File: src/rtl/fetch_stage.sv
// Instruction fetch stage: owns the PC, fetches through imem req/ack into a one-entry decode register.
// Optional build macro FETCH_ALIGN_CHECK_EN: misaligned branch targets redirect to EXCEP_ADDR.
module fetch_stage #(
   parameter int                    INSTR_SIZE = 32,
   parameter int                    ADDR_SIZE  = 32,
   parameter logic [ADDR_SIZE-1:0]  BOOT_ADDR  = 32'h00001000,
   parameter logic [ADDR_SIZE-1:0]  EXCEP_ADDR = 32'h00002000,
   parameter logic [INSTR_SIZE-1:0] NOP_INSTR  = 32'h00000000
) (
   input  logic                  clk,
   input  logic                  rst,
   output logic                  imem_req,
   output logic [ADDR_SIZE-1:0]  imem_addr,
   input  logic                  imem_ack,
   input  logic [INSTR_SIZE-1:0] imem_rdata,
   output logic                  de_valid,
   output logic [INSTR_SIZE-1:0] de_instr,
   output logic [ADDR_SIZE-1:0]  de_pc,
   input  logic                  de_stall,
   input  logic                  br_taken,
   input  logic [ADDR_SIZE-1:0]  br_target,
   input  logic                  excep,
   output logic                  excep_misalign,
   output logic [1:0]            fsm_state
);

   // Handshake: imem_req and imem_addr rise together and are held until the cycle imem_ack
   // is seen (ack may come in the same cycle as req); decode takes de_instr when de_valid && !de_stall.
   typedef enum logic [1:0] {S_IDLE, S_FETCH, S_DROP} state_t;

   state_t                 state_q, state_d;
   logic [ADDR_SIZE-1:0]   pc_q;
   logic [ADDR_SIZE-1:0]   addr_q;
   logic                   pending_q;
   logic                   redirect;
   logic                   misalign_hit;
   logic [ADDR_SIZE-1:0]   redirect_target;
   logic                   accept;
   logic                   transfer;

`ifdef FETCH_ALIGN_CHECK_EN
   logic misalign_q;

   assign misalign_hit = br_taken && !excep && (br_target[1:0] != 2'b00);

   always_ff @(posedge clk or posedge rst) begin
      if (rst) misalign_q <= 1'b0;
      else     misalign_q <= misalign_hit;
   end

   assign excep_misalign = misalign_q;
`else
   assign misalign_hit   = 1'b0;
   assign excep_misalign = 1'b0;
`endif

   assign redirect        = excep || br_taken;
   assign redirect_target = (excep || misalign_hit) ? EXCEP_ADDR : br_target;

   // An outstanding request keeps its captured address even after a redirect moves the PC.
   assign imem_addr = pending_q ? addr_q : pc_q;
   assign transfer  = de_valid && !de_stall;
   assign accept    = (state_q == S_FETCH) && imem_req && imem_ack && !redirect;
   assign fsm_state = state_q;

   always_ff @(posedge clk or posedge rst) begin
      if (rst) state_q <= S_IDLE;
      else     state_q <= state_d;
   end

   always_comb begin
      state_d  = state_q;
      imem_req = 1'b0;
      case (state_q)
         S_IDLE: state_d = S_FETCH;
         S_FETCH: begin
            imem_req = pending_q || !de_valid || !de_stall;
            if (redirect && imem_req && !imem_ack) state_d = S_DROP;
         end
         S_DROP: begin
            // Stale request still has to complete; its data is thrown away.
            imem_req = 1'b1;
            if (imem_ack) state_d = S_FETCH;
         end
         default: state_d = S_IDLE;
      endcase
   end

   always_ff @(posedge clk or posedge rst) begin
      if (rst) begin
         pc_q      <= BOOT_ADDR;
         addr_q    <= BOOT_ADDR;
         pending_q <= 1'b0;
         de_valid  <= 1'b0;
         de_instr  <= NOP_INSTR;
         de_pc     <= BOOT_ADDR;
      end else begin
         pending_q <= imem_req && !imem_ack;
         addr_q    <= imem_addr;
         if (redirect) begin
            pc_q     <= redirect_target;
            de_valid <= 1'b0;
            de_instr <= NOP_INSTR;
         end else if (accept) begin
            pc_q     <= pc_q + ADDR_SIZE'(4);
            de_valid <= 1'b1;
            de_instr <= imem_rdata;
            de_pc    <= imem_addr;
         end else if (transfer) begin
            de_valid <= 1'b0;
            de_instr <= NOP_INSTR;
         end
      end
   end

endmodule

File: config.mk
export PLATFORM = sky130hd
export DESIGN_NAME = fetch_stage
export DESIGN_NICKNAME = d
export VERILOG_FILES = /design/src/rtl/fetch_stage.sv
export SDC_FILE = /design/constraint.sdc
export NUM_CORES = 1
export LEC_CHECK = 0
export CAP_MARGIN = 20
export CORE_MARGIN = 3
export CORE_UTILIZATION = 35
export CTS_CLUSTER_SIZE = 14
export DETAILED_ROUTE_END_ITERATION = 6
export PLACE_DENSITY = 0.65
export SLEW_MARGIN = 25
export SYNTH_ARGS = -nofsm -noshare
export SYNTH_HDL_FRONTEND = slang
export SYNTH_SLANG_ARGS = --single-unit
File: constraint.sdc
create_clock -name clk -period 6.94 [get_ports clk]
set_clock_uncertainty 0.05 [all_clocks]
set_input_delay 2.082 -clock clk [delete_from_list [all_inputs] [get_ports clk]]
set_output_delay 2.082 -clock clk [all_outputs]
set_load 0.01 [all_outputs]
==> results.py <==
metrics = {
    "synth": {
        "synth_area_leader_cell": "dfrtp_1",
        "synth_ff_type": "dfrtp_1",
        "synth_cells": 455,
        "yosys_warnings": 0,
        "synth_edf_count": 0,
        "yosysSeqAreaShare": 0.5822,
        "synth_compound_area_frac": 0.1095,
        "synth-adder-area-share": 0.008811,
        "synthMuxAreaShare": 0.1282,
        "synth_fp_nets": 529,
        "synth_area_per_cell_um2": 12.48,
        "synthTopCellsByArea": "dfrtp_1, mux2_2, a22o_1, xor2_1, nor2_1",
        "ys_async_sr_fraction": 1.000,
        "synth_top_area_share": 0.5683,
        "yosys.area_share.simple": 0.1022,
        "synth_xor_area_frac": 0.03855,
        "synth_top_family_by_area": "multiplexers",
        "syn_area_um2": 5680,
        "ys_types": 49,
        "ys_ff_latch": 132,
    },
    "setup_path": {
        "crit_arrival_ns": 3.55,
        "cp_max_fo": 3,
        "r2r-start": "pending_q$_DFF_PP0_",
        "worstSetupPathType": "input pin to output pin",
        "reg2regPathDepth": 5,
        "end_kind": "output pin",
        "critPathRequiredTime_ns": 4.81,
        "r2r_slack_ns": 3.79,
        "regToRegEndpoint": "de_pc[9]$_DFFE_PP0P_",
        "start_kind": "input pin",
    },
    "min_path": {
        "hp-start": "de_instr[5]$_DFFE_PP0P_",
        "hold_depth": 1,
        "hp-class": "flop to flop",
        "hold_end": "de_instr[5]$_DFFE_PP0P_",
    },
    "timing": {
        "min_period_over_period": 0.8187,
        "max-slew-margin-rel": 0.3171,
        "fin_setup_tns_ns": 0,
        "grt_setup_unrepaired": "false",
        "drv_slew": 0,
        "finalSetupViolCount": 0,
        "max_freq_mhz": 176.0,
        "finalHoldViolCount": 0,
        "worstMarginPinSlew_ns": 1.010,
        "fin_crit_ns": 5.682,
    },
    "die": {
        "core_area_um2": 15540,
        "die_y_um": 133.4,
        "rows": 45,
        "dieWidth_um": 133.4,
        "fp.dieArea_um2": 17790,
        "start_util": 0.3655,
        "io_pins": 171,
    },
    "global_route": {
        "track_usage": 0.1736,
        "grt_pass1_vias": 4553,
        "antenna_found_initial": 1,
        "grt_max_degree": 93,
        "gr-total-overflow": 0,
        "grt_pass1_wl_mm": 24.31,
    },
    "clock_network": {
        "worstSkewPairLatency_ns": 0.42,
        "clk_pin_slew_ns": 0.06,
        "cts_resized": 0,
        "cts-htree-levels": 4,
        "cts_inserted_buffers": 17,
        "post_cts_buffers": 0,
        "clockRootBuffer": "clkbuf_16",
        "clockBufferDepth": 2,
        "ctsHoldBuffers": 0,
        "cts_tree": "yes",
        "clock-sinks": 132,
    },
    "routing": {
        "routed_wl_mm": 14.96,
        "drt_first_pass_iters": 4,
        "drt-vias-per-instance": 5.075,
        "drc": 0,
        "drtIter0Drc": 152,
        "vias": 4309,
        "routedWlPerCell_um": 17.62,
        "ant_nets": 0,
    },
    "cells_and_area": {
        "final_layout_size_suffix_gt1_frac": 0.1787,
        "fillCellCount": 1380,
        "layoutNonFillerInstCount": 849,
        "nNetsFinal": 699,
        "areaGrowthSynthToFinish_pct": 44.12,
        "final_cell_mix": "clkdlybuf4s50_1, dfrtp_1, mux2_2",
        "final_common_cell": "clkdlybuf4s50_1",
        "antennaDiodeCount": 0,
    },
    "power": {
        "seqPwrFrac": 0.377,
        "power.total_mw": 2.663,
        "netSwitchingFraction": 0.2842,
        "peakVddDrop_mv": 0.1813,
        "intPower_mw": 1.906,
        "pwr-share-comb": 0.269,
        "p_clk_frac": 0.354,
        "p_per_area_nw_per_um2": 325.2,
        "p_leak_nw": 3.506,
        "power_switching_uw": 756.8,
    },
    "place": {
        "dp_cells": 817,
        "gp_congestion": 0.8131,
        "dp_hpwl_mm": 10.51,
        "portBuffers": 169,
    },
    "status": {
        "status": "finished, final reports clean",
    },
    "run": {
        "maxCapViolCount": 0,
    },
}
cell type report:
| type | instances | area [um2] | share of cell area |
|---|---|---|---|
| clock buffer | 17 | 425.4 | 0.05196 |
| inverter | 10 | 42.54 | 0.005196 |
| sequential | 132 | 3307 | 0.4039 |
| clock inverter | 15 | 195.2 | 0.02384 |
| timing repair buffer | 176 | 1744 | 0.2131 |
| tap | 211 | 264.0 | 0.03225 |
| multi-input combinational | 288 | 2208 | 0.2698 |
metal layers:
metal  up-vias  GRT usage  routed length [um]
li1       1991          -                   -
met1      2137     0.2300                6828
met2       163     0.2610                6721
met3        16    0.07515                1260
met4         2    0.04857                 138
met5         -          0                  13
synth_stat cells (2+ instances only):
cell type / instances
a21oi_1: 10
o21ai_0: 10
a21boi_0: 2
mux2_2: 62
and4_1: 5
mux2i_1: 3
a311oi_1: 2
nand3_1: 15
dfrtp_1: 129
nor4_1: 4
inv_1: 10
xnor2_1: 9
and3_1: 3
dfstp_2: 3
buf_6: 2
ha_1: 4
a2bb2oi_1: 2
a22o_1: 33
or3_1: 2
xor2_1: 16
nor2_1: 29
buf_4: 5
nor3_1: 3
buf_2: 4
clkbuf_1: 13
a211oi_1: 11
nand4_1: 14
o21a_1: 5
nand2_1: 25
through the flow:
stage | util | cell area, um2 | setup WS, ns | hold WS [ns]
after floorplan | - | 5680 | 1.287 | 0.4322
after global placement | 0.4869 | 7566 | 1.312 | 0.4340
after detailed placement | 0.4869 | 7566 | 1.287 | 0.4317
after CTS | 0.5268 | 8187 | 1.276 | 0.4563
after global routing | 0.5268 | 8187 | 1.243 | 0.4682
final | 0.5268 | 8187 | 1.258 | 0.4548
flip-flops by register name (all words and copies together), names as in the netlist:
| signal | flops |
|---|---|
| de_pc | 32 |
| addr_q | 32 |
| pending_q | 1 |
| de_instr | 32 |
| pc_q | 32 |
| de_valid | 1 |
| fsm_state | 2 |
how the worst max path moves through the flow:
stage | start | to
floorplan | rst | addr_q[0]$_DFF_PP0_
global placement | de_stall | imem_req
detailed placement | de_stall | imem_req
CTS | de_stall | imem_req
global route | de_stall | imem_req
finish | de_stall | imem_req
cells by family (layout without fill, tap and decap cells):
group           after synthesis  after routing
xor+xnor                     25             25
mux                          65             65
flops                       132            132
other cells                   1              1
simple gates                110            110
fa+ha+maj                     4              4
buf+inv                      35            218
compound gates               83             83
power by group through the flow:
| stage | sequential [mW] | clock [mW] | combinational (mW) |
|---|---|---|---|
| global placement | 1.01 | 0 | 0.716 |
| detailed placement | 1.02 | 0 | 0.726 |
| finish | 1.00 | 0.941 | 0.717 |
| CTS | 1.01 | 0.960 | 0.729 |
| floorplan | 1.03 | 0 | 0.328 |
| global route | 1.02 | 1.00 | 0.773 |
critical path, cell delays in order:
cell and delay [ns]:
clkdlybuf4s50_1 0.52, nand2_1 0.08, nor2_1 0.14, nor2b_1 0.07, o21a_1 0.17, clkdlybuf4s50_1 0.47
Power figures use the tool's default switching activity.
